<file path="src/rtl/playlist_ctrl_if.sv">
// Button/mode inputs and player-control outputs of the playlist controller.
// The master modport is the button front end; the slave modport is the controller.
interface playlist_ctrl_if #(
  parameter int SONG_BITS = 2
);
  logic                 play_pause;
  logic                 next;
  logic                 prev;
  logic [1:0]           mode;
  logic                 song_done;
  logic [SONG_BITS-1:0] song;
  logic                 play;
  logic                 reset_play;
  logic                 stopped;

  modport master (
    output play_pause, next, prev, mode, song_done,
    input  song, play, reset_play, stopped
  );

  modport slave (
    input  play_pause, next, prev, mode, song_done,
    output song, play, reset_play, stopped
  );
endinterface

</file>
<file path="src/rtl/playlist_ctrl.sv">
// Playlist sequencer: song index, play/pause state and reader clear pulse.
// Define PLAYLIST_GAP_EN to insert GAP_CYCLES of silence after each auto-advance.
module playlist_ctrl #(
  parameter int NUM_SONGS  = 4,
  parameter int SONG_BITS  = 2,
  parameter int CLR_CYCLES = 2,
  parameter int GAP_CYCLES = 16
) (
  input  logic          clk,
  input  logic          reset,
  playlist_ctrl_if.slave bus
);

  localparam int CNT_MAX = (GAP_CYCLES > CLR_CYCLES) ? GAP_CYCLES : CLR_CYCLES;
  localparam int CNT_W   = (CNT_MAX > 1) ? $clog2(CNT_MAX) : 1;
  localparam logic [SONG_BITS-1:0] LAST_SONG = SONG_BITS'(NUM_SONGS - 1);
  localparam logic [CNT_W-1:0]     CLR_LAST  = CNT_W'(CLR_CYCLES - 1);
`ifdef PLAYLIST_GAP_EN
  localparam logic [CNT_W-1:0]     GAP_LAST  = CNT_W'(GAP_CYCLES - 1);
`endif

  typedef enum logic [2:0] {
    S_CLR,
    S_PAUSED,
    S_PLAYING,
    S_STOP
`ifdef PLAYLIST_GAP_EN
    , S_GAP
`endif
  } state_t;

  // Where an auto-advance lands once the clear pulse is over.
`ifdef PLAYLIST_GAP_EN
  localparam state_t DONE_TGT = S_GAP;
`else
  localparam state_t DONE_TGT = S_PLAYING;
`endif

  state_t               state_q, state_d;
  state_t               target_q, target_d;
  logic [CNT_W-1:0]     cnt_q, cnt_d;
  logic [SONG_BITS-1:0] song_q, song_d;
  logic                 play_q, play_d;
  logic                 reset_play_q, reset_play_d;
  logic                 stopped_q, stopped_d;

  logic                 one_track;
  logic [SONG_BITS-1:0] song_inc, song_dec, song_track;
  logic                 clr_go;
  state_t               clr_tgt;

  assign one_track  = bus.next ^ bus.prev;
  assign song_inc   = (song_q == LAST_SONG) ? '0 : song_q + SONG_BITS'(1);
  assign song_dec   = (song_q == '0) ? LAST_SONG : song_q - SONG_BITS'(1);
  assign song_track = bus.next ? song_inc : song_dec;

  // NOTE: every signal written here gets a default first so no path infers a latch.
  always_comb begin
    state_d      = state_q;
    target_d     = target_q;
    cnt_d        = cnt_q;
    song_d       = song_q;
    play_d       = play_q;
    reset_play_d = reset_play_q;
    stopped_d    = stopped_q;
    clr_go       = 1'b0;
    clr_tgt      = S_PAUSED;

    unique case (state_q)
      S_CLR: begin
        if (cnt_q == CLR_LAST) begin
          state_d      = target_q;
          cnt_d        = '0;
          reset_play_d = 1'b0;
          play_d       = (target_q == S_PLAYING);
          stopped_d    = (target_q == S_STOP);
        end else begin
          cnt_d = cnt_q + CNT_W'(1);
        end
      end
      S_PAUSED: begin
        if (one_track) begin
          song_d  = song_track;
          clr_go  = 1'b1;
          clr_tgt = S_PAUSED;
        end else if (bus.play_pause) begin
          state_d = S_PLAYING;
          play_d  = 1'b1;
        end
      end
      S_PLAYING: begin
        if (one_track) begin
          song_d  = song_track;
          clr_go  = 1'b1;
          clr_tgt = S_PLAYING;
        end else if (bus.song_done) begin
          clr_go  = 1'b1;
          clr_tgt = DONE_TGT;
          if (bus.mode != 2'b10) song_d = song_inc;
          if (bus.mode == 2'b00 && song_q == LAST_SONG) clr_tgt = S_STOP;
        end else if (bus.play_pause) begin
          state_d = S_PAUSED;
          play_d  = 1'b0;
        end
      end
      S_STOP: begin
        if (one_track) begin
          song_d  = song_track;
          clr_go  = 1'b1;
          clr_tgt = S_PAUSED;
        end else if (bus.play_pause) begin
          song_d  = '0;
          clr_go  = 1'b1;
          clr_tgt = S_PLAYING;
        end
      end
`ifdef PLAYLIST_GAP_EN
      S_GAP: begin
        if (one_track) begin
          song_d  = song_track;
          clr_go  = 1'b1;
          clr_tgt = S_PLAYING;
        end else if (bus.play_pause) begin
          state_d = S_PAUSED;
          cnt_d   = '0;
        end else if (cnt_q == GAP_LAST) begin
          state_d = S_PLAYING;
          cnt_d   = '0;
          play_d  = 1'b1;
        end else begin
          cnt_d = cnt_q + CNT_W'(1);
        end
      end
`endif
      default: state_d = S_CLR;
    endcase

    if (clr_go) begin
      state_d      = S_CLR;
      target_d     = clr_tgt;
      cnt_d        = '0;
      play_d       = 1'b0;
      reset_play_d = 1'b1;
      stopped_d    = 1'b0;
    end
  end

  // NOTE: sequential state uses non-blocking assignments; reset is synchronous, sampled on the clock edge.
  always_ff @(posedge clk) begin
    if (reset) begin
      state_q      <= S_CLR;
      target_q     <= S_PAUSED;
      cnt_q        <= '0;
      song_q       <= '0;
      play_q       <= 1'b0;
      reset_play_q <= 1'b1;
      stopped_q    <= 1'b0;
    end else begin
      state_q      <= state_d;
      target_q     <= target_d;
      cnt_q        <= cnt_d;
      song_q       <= song_d;
      play_q       <= play_d;
      reset_play_q <= reset_play_d;
      stopped_q    <= stopped_d;
    end
  end

  assign bus.song       = song_q;
  assign bus.play       = play_q;
  assign bus.reset_play = reset_play_q;
  assign bus.stopped    = stopped_q;

endmodule
</file>
<file path="src/flat_wrapper.sv">
// flat-port wrapper written by rule: the top's interface ports become plain ports
module playlist_ctrl_flat 
#(
  parameter int NUM_SONGS  = 4,
  parameter int SONG_BITS  = 2,
  parameter int CLR_CYCLES = 2,
  parameter int GAP_CYCLES = 16
)
  (clk, reset, bus_play_pause, bus_next, bus_prev, bus_mode, bus_song_done, bus_song, bus_play, bus_reset_play, bus_stopped);
  playlist_ctrl_if #(.SONG_BITS(SONG_BITS)) bus_i ();
  input  logic clk;
  input  logic reset;
  input wire logic [$bits(bus_i.play_pause)-1:0] bus_play_pause;
  input wire logic [$bits(bus_i.next)-1:0] bus_next;
  input wire logic [$bits(bus_i.prev)-1:0] bus_prev;
  input wire logic [$bits(bus_i.mode)-1:0] bus_mode;
  input wire logic [$bits(bus_i.song_done)-1:0] bus_song_done;
  output wire logic [$bits(bus_i.song)-1:0] bus_song;
  output wire logic [$bits(bus_i.play)-1:0] bus_play;
  output wire logic [$bits(bus_i.reset_play)-1:0] bus_reset_play;
  output wire logic [$bits(bus_i.stopped)-1:0] bus_stopped;
  assign bus_i.play_pause = bus_play_pause;
  assign bus_i.next = bus_next;
  assign bus_i.prev = bus_prev;
  assign bus_i.mode = bus_mode;
  assign bus_i.song_done = bus_song_done;
  assign bus_song = bus_i.song;
  assign bus_play = bus_i.play;
  assign bus_reset_play = bus_i.reset_play;
  assign bus_stopped = bus_i.stopped;
  playlist_ctrl #(.NUM_SONGS(NUM_SONGS), .SONG_BITS(SONG_BITS), .CLR_CYCLES(CLR_CYCLES), .GAP_CYCLES(GAP_CYCLES)) u_core (.clk(clk), .reset(reset), .bus(bus_i));
endmodule
</file>
<file path="config.mk">
export PLATFORM = sky130hd
export DESIGN_NAME = playlist_ctrl_flat
export DESIGN_NICKNAME = d
export VERILOG_FILES = /design/src/rtl/playlist_ctrl_if.sv /design/src/rtl/playlist_ctrl.sv /design/src/flat_wrapper.sv
export SDC_FILE = /design/constraint.sdc
export NUM_CORES = 1
export LEC_CHECK = 0
export CAP_MARGIN = 20
export CELL_PAD_IN_SITES_DETAIL_PLACEMENT = 0
export CELL_PAD_IN_SITES_GLOBAL_PLACEMENT = 1
export CORE_MARGIN = 3
export CORE_UTILIZATION = 39
export DETAILED_ROUTE_END_ITERATION = 16
export GPL_TIMING_DRIVEN = 0
export PLACE_DENSITY = 0.74
export REMOVE_ABC_BUFFERS = 1
export SKIP_CTS_REPAIR_TIMING = 1
export SYNTH_ARGS = -nofsm -noshare
export SYNTH_HDL_FRONTEND = slang
export SYNTH_SLANG_ARGS = --single-unit
</file>
<file path="constraint.sdc">
create_clock -name clk -period 2.39 [get_ports clk]
set_clock_uncertainty 0.15 [all_clocks]
set_input_delay 0.478 -clock clk [delete_from_list [all_inputs] [get_ports clk]]
set_output_delay 0.478 -clock clk [all_outputs]
set_load 0.02 [all_outputs]
</file>
After elaboration in Yosys (flattened, before gate mapping)
Index checks and enable logic that the tools add are counted.
{"block": "totals", "wordCells": 78, "register_bits": 15}
{"block": "classes", "n_reduce_logical": 11, "n_mux": 37, "bitwise_logic": 2, "eq_ne": 18, "addsub": 3}
{"operator": "$mux 3", "count": 9}
{"operator": "$mux 2", "count": 10}
{"operator": "$reduce_and 7->1", "count": 2}
{"operator": "$eq 3x2->1 const B", "count": 4}
{"operator": "$mux 1", "count": 12}
{"operator": "$ne 2x2->1 const B", "count": 6}
{"operator": "$pmux 3 s4", "count": 1}
{"operator": "$ne 3x2->1 const B", "count": 2}
{"operator": "$pmux 1 s3", "count": 2}
{"operator": "$pmux 2 s3", "count": 1}
{"operator": "$pmux 3 s2", "count": 1}
{"operator": "$reduce_bool 3->1", "count": 2}
{"operator": "$reduce_and 5->1", "count": 1}
{"operator": "$add 4x1->4 const B", "count": 1}
{"operator": "$eq 4x1->1 const B", "count": 1}
{"operator": "$logic_not 2->1", "count": 2}
{"operator": "$mux 4", "count": 1}
{"operator": "$ne 2x1->1 const B", "count": 2}
{"operator": "$eq 3x1->1 const B", "count": 1}
{"operator": "$logic_not 3->1", "count": 1}
{"operator": "$ne 3x1->1 const B", "count": 1}
{"operator": "$add 2x1->2 const B", "count": 1}
{"operator": "$eq 2x2->1 const B", "count": 1}
{"operator": "$reduce_and 2->1", "count": 1}
{"operator": "other kinds (5)", "count": 5}

Depth between registers and ports, before layout
{"block": "logic_depth", "word_depth": 6, "ltp_mapped": 8, "ltp_nobuf": 6}

Worst setup path before layout
OpenSTA, ideal clock, no wires.
{"block": "synth_timing", "kind": "flip-flop to flip-flop", "start": "register u_core.state_q[0]", "end": "register u_core.state_q[0]", "path_stages_with_launch": 8, "n_path_buf": 1, "arrival_time_ps": 1785, "slack_ps": 386, "period_less_slack_ps": 2004, "required_time_ps": 2170, "cell_sequence": "dfxtp_1 -> inv_1 -> ha_1 -> clkbuf_1 -> nor2_1 -> o221ai_2 -> or4_1 -> a21oi_1"}
{"block": "synth_via", "elab_chain_cells": 3}
{"element": "from (decl)", "line": "playlist_ctrl.sv:39", "text": "state_t state_q, state_d;"}
{"element": "from (signal assigned)", "line": "playlist_ctrl.sv:159", "text": "state_q <= state_d;"}
{"element": "$eq 3x2->1 (tied with other cells)", "line": "playlist_ctrl.sv:69", "text": "unique case (state_q)"}
{"element": "$ne 2x2->1 (no source line) (tied with other cells)"}
{"element": "$reduce_and 7->1 (no source line) / $reduce_or 2->1 (equally long branches)"}
Parallel ways exist; a longest one is shown, timed or not.
A chain may end at the register's enable or synchronous reset.

Worst setup path after layout
{"block": "layout_timing", "start": "input port bus_next", "end": "register u_core.state_q[0]"}
{"block": "layout_via", "elab_chain_cells": 4}
{"element": "from (decl)", "line": "flat_wrapper.sv:14", "text": "input wire logic [$bits(bus_i.next)-1:0] bus_next;"}
{"element": "$xor 1x1->1 *", "line": "playlist_ctrl.sv:52", "text": "assign one_track = bus.next ^ bus.prev;"}
{"element": "$mux 1, on equally long branches", "line": "playlist_ctrl.sv:107, playlist_ctrl.sv:82, playlist_ctrl.sv:92"}
{"element": "$pmux 1 s3", "line": "playlist_ctrl.sv:69"}
{"element": "$reduce_or 2->1 (no source line)"}
Every way passes the cells marked *; elsewhere a longest branch is shown, timed or not.

==> impl_metrics.yaml <==
yosys:
  syn-mean-instance-area_sq_um: 8.20
  synthesis_warning_total: 0
  number_of_enable_type_register_cells_in_the_synthesized_netlist: 0
  synth_flop_cell: "dfxtp_1"
  synth.distinct_cells: 40
  postSynth.asyncResetShare_pct: 0
  synth_seq_area_share_pct: 27.8
  synth.cell_area_sq_um: 935
  number_of_cells_produced_by_synthesis: 114
  synth.ff_latch_count: 13
cells_and_area:
  antenna_cells_inserted: 0
  layout-area-overhead-vs-synth_pct: 16.5
  drive_gt1_share_pct: 8.00
  filler_cell_count: 245
  nNetsFinal: 142
global_route:
  grt_use_met2_pct: 25.0
  gr-total-overflow: 0
  busiest_layer: "met2"
  grt_first_pass_wirelength_um: 3510
  grt_max_degree: 11
  antenna_violations_before_repair: 0
  grt_usage_pct: 16.0
  grt_use_met1_pct: 21.6
  vias_in_the_first_global_route: 789
  met3_usage_pct: 4.02
sta:
  rsz0062_at_grt: "no"
  min_period_over_period_pct: 93.0
  setup_viol: 0
  worst_slew_margin_rel_pct: 71.0
  worst-slew-pin-transition_ns: 0.423
  slew_viol_final: 0
  worst_slack_ns: 0.167
  maxClockFrequency_mhz: 450
  fin_crit_ns: 2.22
  hold_violations: 0
pwr:
  worst_ir_drop_vdd_v: 0.000549
  total_power_mw: 0.983
  p_leak_nw: 0.435
  power_density_over_the_cells_nw_per_um2: 903
routing:
  route.vias.total: 842
  drt_pre_antenna_iters: 4
  detail_route.wl_per_cell_um: 13.0
  drt_iter0_markers: 14
  route.detailed.drc: 0
  wirelength_um: 1990
  antenna_violating_nets_post_route: 0
  routed_via_density: 5.50
min_path:
  worstHoldPathType: "flop to flop"
  worstHoldPathCells: 2
setup_path:
  rr_worst_depth: 6
  startpoint_type: "primary input"
  crit_type: "primary input to flop"
  timing.critical_path.to_type: "flop"
  worst_ep_required_time_ns: 2.45
  critical_path.max_fanout: 8
  critPathArrivalTime_ns: 2.28
placement:
  dp_hpwl_um: 1560
  final_weighted_congestion_in_routability_driven_placement: 0.810
  pre_cts_ws_ns: -0.0864
  io_buffer_count: 12
clocking:
  clkLatencyLatePin_ns: 0.27
  cts_buffers: 3
  cts.sinks: 13
  cts_root_buffer: "clkbuf_4"
  tritoncts: "yes"
  clk_pin_slew_worst_paths_ns: 0.08
  ctsLongestPathBuffers: 2
  h-tree-depth: 1
die:
  io_pins: 13
  die-area_sq_um: 3020
  floorplan.initialDensity_pct: 41.8
  fp-row-count: 17
  die-width_um: 55.0
  die_h_um: 55.0
  fp.coreArea_sq_um: 2230
run:
  drv_cap: 0
status:
  outcome: "complete, no violations"
final timing paths:
path / end / slack (ns) / startpoint
min reg2reg: u_core.bus.stopped / 0.31 / u_core.bus.stopped
max reg2reg: u_core.state_q[0] / 0.20 / u_core.state_q[0]
min: u_core.bus.stopped / 0.31 / u_core.bus.stopped
max: u_core.state_q[0] / 0.17 / bus_next
cells in the mapped netlist, drive strengths merged (3+ instances only):
| cell | count | share of area (%) |
|---|---|---|
| clkbuf | 3 | 1.2 |
| a21o | 3 | 2.4 |
| dfxtp | 13 | 28 |
| xor2 | 3 | 2.8 |
| nor3 | 7 | 3.7 |
| inv | 7 | 2.8 |
| nor3b | 3 | 2.4 |
| a21oi | 11 | 5.9 |
| ha | 8 | 11 |
| nand2 | 6 | 2.4 |
| nor2 | 10 | 4.0 |
| o21ai | 5 | 2.7 |
per-layer routing:
| metal | vias up | part of all wire, % | wire [um] |
|---|---|---|---|
| met4 | 0 | 1.4 | 27 |
| met3 | 4 | 3.8 | 76 |
| met5 | - | 0 | 0 |
| met1 | 384 | 51 | 1010 |
| li1 | 438 | - | - |
| met2 | 16 | 44 | 875 |
area by class of cell:
class | count | area [sq um] | area share [%]
clock buffer | 4 | 26.3 | 2.41
sequential | 13 | 260 | 23.9
multi-input combinational | 89 | 621 | 57.0
timing repair buffer | 12 | 120 | 11.0
tap | 28 | 35.0 | 3.22
inverter | 7 | 26.3 | 2.41
power by group:
part / total, mW / internal [mW] / leakage [nW] / switching, mW
registers: 0.324 / 0.266 / 0.106 / 0.0579
clock network: 0.138 / 0.0647 / 0.0150 / 0.0729
logic: 0.521 / 0.237 / 0.314 / 0.284
state kept, by name (all words and copies together), names as in the netlist:
signal / flops
u_core.cnt_q: 4
u_core.bus.song: 2
u_core.state_q: 2
u_core.target_q: 2
u_core.bus.play: 1
u_core.bus.reset_play: 1
u_core.bus.stopped: 1
cell usage in the layout, fill, tap and decap left out, drive strengths merged, types with 2 or more instances in the layout:
master,instances
nand3,2
inv,7
a2111oi,2
ha,8
nand4,2
clkbuf,4
nand2,6
and2b,2
a21o,3
and3,2
xnor2,2
dfxtp,13
clkdlybuf4s50,12
nor3b,3
xor2,3
nor2,10
mux2i,2
o21ai,5
a21oi,11
a31oi,2
nor3,7
metrics by stage:
step | util, % | instance area, sq um | setup TNS (ns) | instances | hold slack (ns)
5_1_grt | 48.7 | 1090 | 0 | 153 | 0.342
3_3_place_gp | 47.6 | 1060 | -0.308 | 149 | 0.283
6_report | 48.7 | 1090 | 0 | 153 | 0.311
3_5_place_dp | 47.6 | 1060 | -0.337 | 149 | 0.296
2_1_floorplan | - | 907 | 0 | 109 | 0.348
4_1_cts | 48.7 | 1090 | 0 | 153 | 0.315
cells by family after synthesis:
group | synth area share [%]
buf+inv | 5.76
mux | 2.14
compound gates | 25.7
xor+xnor | 5.49
simple gates | 22.4
fa+ha+maj | 10.7
flops | 27.8
critical path, cell delays in order:
cell and delay [ns]:
clkdlybuf4s50_1 0.55, xnor2_2 0.41, o221ai_2 0.19, or4_1 0.52, a21oi_1 0.14
Power figures use the tool's default switching activity.
